--- src/rtl/commit_trace_buffer.sv ---
`default_nettype none
// ============================================================================
// Module      : commit_trace_buffer
// Description : On-chip trace recorder for the core's result/write buses.
//               Each cycle up to CHANNELS bus events are time-stamped with the
//               internal cycle counter and stored, in ascending channel order,
//               into a circular buffer. The buffer either overwrites its
//               oldest entries (wrap, mode=0) or drops new events once full
//               (stop, mode=1). A sticky freeze trigger halts capture. Entries
//               are drained oldest-first through a valid/ready read port.
// Ports       : clk, nrst (async, active low)
//               en, mode, freeze, clear       - capture control
//               wb_valid/wb_iq_pos/wb_addr/wb_data - packed per-channel buses
//               rd_ready, rd_valid, rd_*      - head-entry read port
//               count, drop_count, frozen, cycle - status
// Revision    : 1.0 - initial release
// ============================================================================
module commit_trace_buffer #(
    parameter int CHANNELS   = 3,
    parameter int DATA_W     = 32,
    parameter int ADDR_W     = 5,
    parameter int POS_W      = 3,
    parameter int DEPTH_LOG2 = 4,
    parameter int CYCLE_W    = 16,
    parameter int DROP_W     = 8,
    localparam int CHAN_W    = (CHANNELS > 1) ? $clog2(CHANNELS) : 1
) (
    input  logic                         clk,
    input  logic                         nrst,
    input  logic                         en,
    input  logic                         mode,
    input  logic                         freeze,
    input  logic                         clear,
    input  logic [CHANNELS-1:0]          wb_valid,
    input  logic [CHANNELS*POS_W-1:0]    wb_iq_pos,
    input  logic [CHANNELS*ADDR_W-1:0]   wb_addr,
    input  logic [CHANNELS*DATA_W-1:0]   wb_data,
    input  logic                         rd_ready,
    output logic                         rd_valid,
    output logic [CYCLE_W-1:0]           rd_cycle,
    output logic [CHAN_W-1:0]            rd_chan,
    output logic [POS_W-1:0]             rd_iq_pos,
    output logic [ADDR_W-1:0]            rd_addr,
    output logic [DATA_W-1:0]            rd_data,
    output logic [DEPTH_LOG2:0]          count,
    output logic [DROP_W-1:0]            drop_count,
    output logic                         frozen,
    output logic [CYCLE_W-1:0]           cycle
);

    localparam int DEPTH = 1 << DEPTH_LOG2;
    // Arithmetic width able to hold DEPTH + CHANNELS without overflow.
    localparam int CNT_W = DEPTH_LOG2 + 2;
    localparam int SUM_W = ((DROP_W > CNT_W) ? DROP_W : CNT_W) + 1;
    localparam logic [SUM_W-1:0] c_drop_max = SUM_W'((64'd1 << DROP_W) - 64'd1);

    if ((CHANNELS < 1) || (CHANNELS > DEPTH)) begin : g_bad_channels
        $error("commit_trace_buffer: CHANNELS must be in 1..DEPTH");
    end

    // Storage (no reset: contents are masked while empty)
    logic [CYCLE_W-1:0] r_mem_cycle [DEPTH];
    logic [CHAN_W-1:0]  r_mem_chan  [DEPTH];
    logic [POS_W-1:0]   r_mem_pos   [DEPTH];
    logic [ADDR_W-1:0]  r_mem_addr  [DEPTH];
    logic [DATA_W-1:0]  r_mem_data  [DEPTH];

    logic [DEPTH_LOG2-1:0] r_wr_ptr;
    logic [DEPTH_LOG2-1:0] r_rd_ptr;
    logic [DEPTH_LOG2:0]   r_count;
    logic [DROP_W-1:0]     r_drop;
    logic [CYCLE_W-1:0]    r_cycle;
    logic                  r_frozen;

    logic                  w_pop;
    logic                  w_capture;
    logic [CNT_W-1:0]      w_nvalid;
    logic [CNT_W-1:0]      w_rank [CHANNELS];
    logic [CNT_W-1:0]      w_free;
    logic [CNT_W-1:0]      w_total;
    logic [CNT_W-1:0]      w_accept;
    logic [CNT_W-1:0]      w_evict;
    logic [CNT_W-1:0]      w_lost;
    logic [DEPTH_LOG2:0]   w_count_next;
    logic [SUM_W-1:0]      w_drop_sum;
    logic [DROP_W-1:0]     w_drop_next;
    logic                  w_wen   [CHANNELS];
    logic [DEPTH_LOG2-1:0] w_waddr [CHANNELS];

    always_comb begin
        w_pop     = rd_valid && rd_ready && !clear;
        w_capture = en && !r_frozen && !clear;

        // Rank of each valid channel among this cycle's events; it is both the
        // write offset and the acceptance order in stop mode.
        w_nvalid = '0;
        for (int ch = 0; ch < CHANNELS; ch++) begin
            w_rank[ch] = w_nvalid;
            if (w_capture && wb_valid[ch]) begin
                w_nvalid = w_nvalid + CNT_W'(1);
            end
        end

        w_free  = CNT_W'(DEPTH) - CNT_W'(r_count) + CNT_W'(w_pop);
        w_total = CNT_W'(r_count) - CNT_W'(w_pop) + w_nvalid;
        w_accept = w_nvalid;
        w_evict  = '0;
        w_lost   = '0;
        if (mode) begin
            if (w_nvalid > w_free) begin
                w_accept = w_free;
            end
            w_lost = w_nvalid - w_accept;
        end else begin
            if (w_total > CNT_W'(DEPTH)) begin
                w_evict = w_total - CNT_W'(DEPTH);
            end
            w_lost = w_evict;
        end

        w_count_next = (DEPTH_LOG2 + 1)'(CNT_W'(r_count) - CNT_W'(w_pop) + w_accept - w_evict);

        w_drop_sum = SUM_W'(r_drop) + SUM_W'(w_lost);
        if (w_drop_sum > c_drop_max) begin
            w_drop_next = DROP_W'(c_drop_max);
        end else begin
            w_drop_next = DROP_W'(w_drop_sum);
        end

        for (int ch = 0; ch < CHANNELS; ch++) begin
            w_wen[ch]   = w_capture && wb_valid[ch] && (w_rank[ch] < w_accept);
            w_waddr[ch] = r_wr_ptr + DEPTH_LOG2'(w_rank[ch]);
        end
    end

    always_ff @(posedge clk or negedge nrst) begin
        if (!nrst) begin
            r_wr_ptr <= '0;
            r_rd_ptr <= '0;
            r_count  <= '0;
            r_drop   <= '0;
            r_cycle  <= '0;
            r_frozen <= 1'b0;
        end else if (clear) begin
            r_wr_ptr <= '0;
            r_rd_ptr <= '0;
            r_count  <= '0;
            r_drop   <= '0;
            r_cycle  <= '0;
            r_frozen <= 1'b0;
        end else begin
            r_wr_ptr <= r_wr_ptr + DEPTH_LOG2'(w_accept);
            // Pops and wrap-mode evictions both retire entries at the head.
            r_rd_ptr <= r_rd_ptr + DEPTH_LOG2'(CNT_W'(w_pop) + w_evict);
            r_count  <= w_count_next;
            r_drop   <= w_drop_next;
            r_cycle  <= r_cycle + CYCLE_W'(1);
            if (freeze) begin
                r_frozen <= 1'b1;
            end
        end
    end

    always_ff @(posedge clk) begin
        for (int ch = 0; ch < CHANNELS; ch++) begin
            if (w_wen[ch]) begin
                r_mem_cycle[w_waddr[ch]] <= r_cycle;
                r_mem_chan[w_waddr[ch]]  <= CHAN_W'(ch);
                r_mem_pos[w_waddr[ch]]   <= wb_iq_pos[ch*POS_W +: POS_W];
                r_mem_addr[w_waddr[ch]]  <= wb_addr[ch*ADDR_W +: ADDR_W];
                r_mem_data[w_waddr[ch]]  <= wb_data[ch*DATA_W +: DATA_W];
            end
        end
    end

    assign rd_valid   = (r_count != '0);
    assign rd_cycle   = rd_valid ? r_mem_cycle[r_rd_ptr] : '0;
    assign rd_chan    = rd_valid ? r_mem_chan[r_rd_ptr]  : '0;
    assign rd_iq_pos  = rd_valid ? r_mem_pos[r_rd_ptr]   : '0;
    assign rd_addr    = rd_valid ? r_mem_addr[r_rd_ptr]  : '0;
    assign rd_data    = rd_valid ? r_mem_data[r_rd_ptr]  : '0;
    assign count      = r_count;
    assign drop_count = r_drop;
    assign frozen     = r_frozen;
    assign cycle      = r_cycle;

endmodule
`default_nettype wire

--- config.mk ---
export PLATFORM = sky130hd
export DESIGN_NAME = commit_trace_buffer
export DESIGN_NICKNAME = d
export VERILOG_FILES = /design/src/rtl/commit_trace_buffer.sv
export SDC_FILE = /design/constraint.sdc
export NUM_CORES = 2
export LEC_CHECK = 0
export CAP_MARGIN = 20
export CORE_AREA = 2 2 300 361
export CTS_CLUSTER_SIZE = 25
export DETAILED_ROUTE_END_ITERATION = 7
export DIE_AREA = 0 0 302 363
export HOLD_SLACK_MARGIN = 0.02
export PLACE_DENSITY = 0.73
export SYNTH_ARGS = -nofsm -noshare
export SYNTH_HDL_FRONTEND = slang
export SYNTH_SLANG_ARGS = --single-unit
export TNS_END_PERCENT = 10
--- constraint.sdc ---
create_clock -name clk -period 7.4 [get_ports clk]
set_clock_uncertainty 0.1 [all_clocks]
set_input_delay 1.48 -clock clk [delete_from_list [all_inputs] [get_ports clk]]
set_output_delay 1.48 -clock clk [all_outputs]
set_load 0.05 [all_outputs]
==> impl_results.rst <==
.. list-table::
   :header-rows: 1

   * - Metric
     - Value
   * - Result of the run
     - completed
   * - Floorplan die height
     - 363 um
   * - Longest individual stage delay on the worst path
     - 0.51 ns
   * - Largest delay contributor family on the critical path
     - buffers and inverters
   * - Fraction of synthesized area in multiplexers
     - 24.77%
   * - Core occupancy in the finished layout
     - 56.11%
   * - Postcts setup bufs
     - 0
   * - I/O pins
     - 219
   * - Dominant combinational cell family by area after synthesis
     - multiplexers
   * - Die area
     - 109600 sq um
   * - Count of flip-flops with a built-in enable after synthesis
     - 896
   * - IR drop worst, VDD
     - 0.4366 mV
   * - Syn avg cell area
     - 12.62 sq um
   * - Mapped Cells
     - 4167
   * - Largest net degree at the start of global routing
     - 83
   * - Starting density of the core
     - 49.60%
   * - Proportion of synthesized chip area in sequential cells
     - 54.18%
   * - Quantity of hold-fixing buffers added after cts
     - 0
   * - Worst hold start
     - r_mem_chan[9][1]
   * - Dominant register cell in the synthesized netlist
     - sky130_fd_sc_hd__edfxtp_1
   * - Hold WC Path Type
     - reg2reg
   * - Vias in the first global route
     - 35.92k
   * - Fraction of final layout cells with drive strength greater than 1
     - 14.29%
   * - Most numerous cell on the critical path
     - sky130_fd_sc_hd__buf_4
   * - Top area cells in the synthesized netlist
     - sky130_fd_sc_hd__edfxtp_1 51%, sky130_fd_sc_hd__mux4_2 12%, sky130_fd_sc_hd__mux2i_1 12%, sky130_fd_sc_hd__a21oi_1 5.3%, sky130_fd_sc_hd__nor2_1 4.1%
   * - Worst-path fanout max
     - 20
   * - Combined area of all synthesized cells
     - 52600 sq um
   * - Number of DRC violations after detailed routing
     - 0
   * - Max capacitance violation total
     - 0
   * - Global-route wire length before repair
     - 237800 um
   * - Vias per inst
     - 6.472
   * - Final-report hold violation count
     - 0
   * - Resize count post-CTS
     - 0
   * - Number of sinks driven by the clock tree
     - 966
   * - Most common cell after layout, fill and taps aside
     - sky130_fd_sc_hd__edfxtp_1
   * - Period utilisation layout
     - 90.72%
   * - CP Launch Type
     - input port
   * - FF+latch count, synth
     - 966
   * - Final setup violation count
     - 0
   * - TritonCTS clock tree
     - built
   * - Tightest Pin Transition
     - 1.208 ns
   * - Overflow left after global routing
     - 0
   * - CTS Buffer Depth
     - 3
   * - Cell with the largest stage delay on the worst path
     - sky130_fd_sc_hd__nand2_4
   * - R2R Path Start
     - count[3]
   * - Most frequent cells in the layout
     - 896 x sky130_fd_sc_hd__edfxtp_1, 643 x sky130_fd_sc_hd__mux2i_1, 577 x sky130_fd_sc_hd__nor2_1, 555 x sky130_fd_sc_hd__a21oi_1, 290 x sky130_fd_sc_hd__mux4_2
   * - Worst slew margin relative to its limit
     - 19.49%
   * - Crit path from
     - en
   * - Root Driver
     - sky130_fd_sc_hd__clkbuf_16
   * - Shortest period the worst path allows
     - 6.713 ns
   * - Cells along the critical path
     - clkdlybuf4s50_1, nor3b_1, and2_1, buf_4, ha_2, nor2_1, a21oi_2, ha_1, nand3_1, o211ai_1, a21oi_4, mux2_2, inv_1, ha_1, a21o_1, o221ai_2, buf_4, nand4_1, nand2_4, buf_4
   * - Detailed-placement wirelength estimate
     - 90140 um
   * - Fill cell total of the finished layout
     - 8367
   * - Critical path buffers and inverters
     - 5
   * - Number of clock buffers inserted by TritonCTS
     - 97
   * - Cell type with the largest total area after synthesis
     - sky130_fd_sc_hd__edfxtp_1
   * - Distinct cell type count after synthesis
     - 62
   * - Compound-cell area share of the yosys netlist
     - 7.415%
   * - Insertion delay to the later sink of the worst-skew pair
     - 0.71 ns
   * - Global placement routability congestion
     - 0.9079
   * - Post-synthesis simple-gate area fraction
     - 7.669%
   * - Total count of max-transition violations in the final report
     - 0
   * - Number of vias after detailed routing
     - 36.42k
   * - Initial antenna violation count
     - 25
   * - Async SR Flop Fraction
     - 3.934%
   * - Endpoint kind of the worst setup timing path
     - register
   * - Quantity of I/O buffers inserted on ports
     - 218
   * - Top cell type's share of synthesized area
     - 51.15%
   * - Final layout net count
     - 4314
   * - Maximum level of the CTS H-tree
     - 3
   * - Req. time, crit path
     - 7.66 ns
   * - Detailed router's first-iteration violation count
     - 4907
   * - Count of warnings emitted by yosys
     - 0
   * - Gr usage total
     - 29.42%
   * - Placeable core region
     - 106000 sq um
   * - Mapped Nets
     - 4345
   * - Pwr/cell area
     - 290.8 nW/um^2
   * - FP Rows
     - 131
   * - Xor and xnor area share after synthesis
     - 0.7303%
   * - Synth-to-layout area growth
     - 13.13%
   * - Remaining antenna violation count
     - 0
   * - Setup repair after global routing missed its margin
     - no
   * - Die width
     - 302 um
   * - Clock-pin slew on the worst setup and hold paths
     - 0.06 ns
   * - First-pass DRT Iterations
     - 6
   * - Routed WL
     - 162000 um
   * - Endpoint arrival time on the critical path
     - 6.97 ns
   * - Average wire per standard cell
     - 28.78 um
   * - Leakage
     - 19.61 nW
   * - Fmax
     - 0.1490 GHz
   * - Kind of critical path
     - in2reg
   * - Setup_tns
     - 0 ns
   * - Fraction of the mapped netlist area in adder cells
     - 1.299%
routing by layer:
metal / GRT usage, % / wire length [um]
met1: 38.47 / 59040
met2: 47.49 / 77180
met3: 5.963 / 18150
met4: 13.35 / 7498
met5: 0 / 104
cell type report:
cell class                 count  area, sq um  area share [%]
antenna                       17        42.54         0.07149
clock buffer                 121         2517           4.231
clock inverter                56        561.8          0.9441
inverter                      43        161.4          0.2712
multi-input combinational   2701        22310           37.49
sequential                   966        28510           47.92
tap                         1396         1747           2.935
timing repair buffer         327         3654           6.140
where the power goes:
| part | total (mW) | switching [mW] | internal [mW] |
|---|---|---|---|
| registers | 6.39 | 0.298 | 6.09 |
| logic | 6.04 | 3.41 | 2.63 |
| clock network | 4.88 | 2.17 | 2.71 |
| total | 17.3 | 5.87 | 11.4 |
path summary, 6_finish.rpt:
kind | endpoint | slack, ns | cells after the start
setup / recovery | r_mem_data[14][29] | 0.69 | 20
hold / removal | r_mem_chan[9][1] | 0.38 | 1
setup reg to reg | r_mem_data[14][29] | 1.36 | 21
hold reg to reg | r_mem_chan[9][1] | 0.38 | 1
max in group asynchronous | r_rd_ptr[0] | 5.76 | 1
min in group asynchronous | cycle[12] | 0.79 | 1
flip-flops by register name, indices dropped and copies added, names as in the netlist:
register and count:
frozen 1, r_rd_ptr 4, drop_count 8, r_mem_data 512, r_mem_cycle 256, r_mem_pos 48
r_mem_addr 80, r_wr_ptr 4, count 5, r_mem_chan 32, cycle 16
stage by stage:
stage,std cells,cell area [sq um],worst slack (ns),total power [mW],hold slack [ns]
2_1_floorplan,4167,52610,-0.1213,10.61,0.3349
3_3_place_gp,5433,56380,0.09519,12.48,0.3509
3_5_place_dp,5433,56380,0.06786,12.53,0.3585
4_1_cts,5610,59460,0.7463,17.35,0.3721
5_1_grt,5619,59490,0.3979,17.89,0.3983
6_report,5627,59510,0.6871,17.31,0.3751
cells by family after synthesis:
family	after synthesis
fa+ha+maj	48
xor+xnor	43
flops	966
buf+inv	500
other cells	1
simple gates	928
mux	937
compound gates	744
synthesized netlist by cell type, drive strengths merged, types with 3 or more instances:
| cell | instances |
|---|---|
| and2 | 68 |
| o21bai | 5 |
| mux2i | 644 |
| nor2b | 13 |
| a21o | 11 |
| or3 | 5 |
| nor3b | 3 |
| a31oi | 9 |
| o211ai | 5 |
| fa | 11 |
| o21ai | 128 |
| inv | 43 |
| a31o | 8 |
| xnor2 | 23 |
| nand3b | 5 |
| buf | 154 |
| clkbuf | 303 |
| nor3 | 10 |
| nor2 | 580 |
| ha | 37 |
| and3 | 5 |
| o21a | 5 |
| a21bo | 6 |
| or4 | 3 |
| a211oi | 3 |
| mux4 | 290 |
| a21oi | 557 |
| nand3 | 28 |
| nor4 | 7 |
| and4 | 4 |
| dfxtp | 32 |
| xor2 | 20 |
| nand2 | 171 |
| nand4 | 18 |
| edfxtp | 896 |
| mux2 | 3 |
| dfrtp | 38 |
Note: power is estimated with default switching activity, not from simulation.
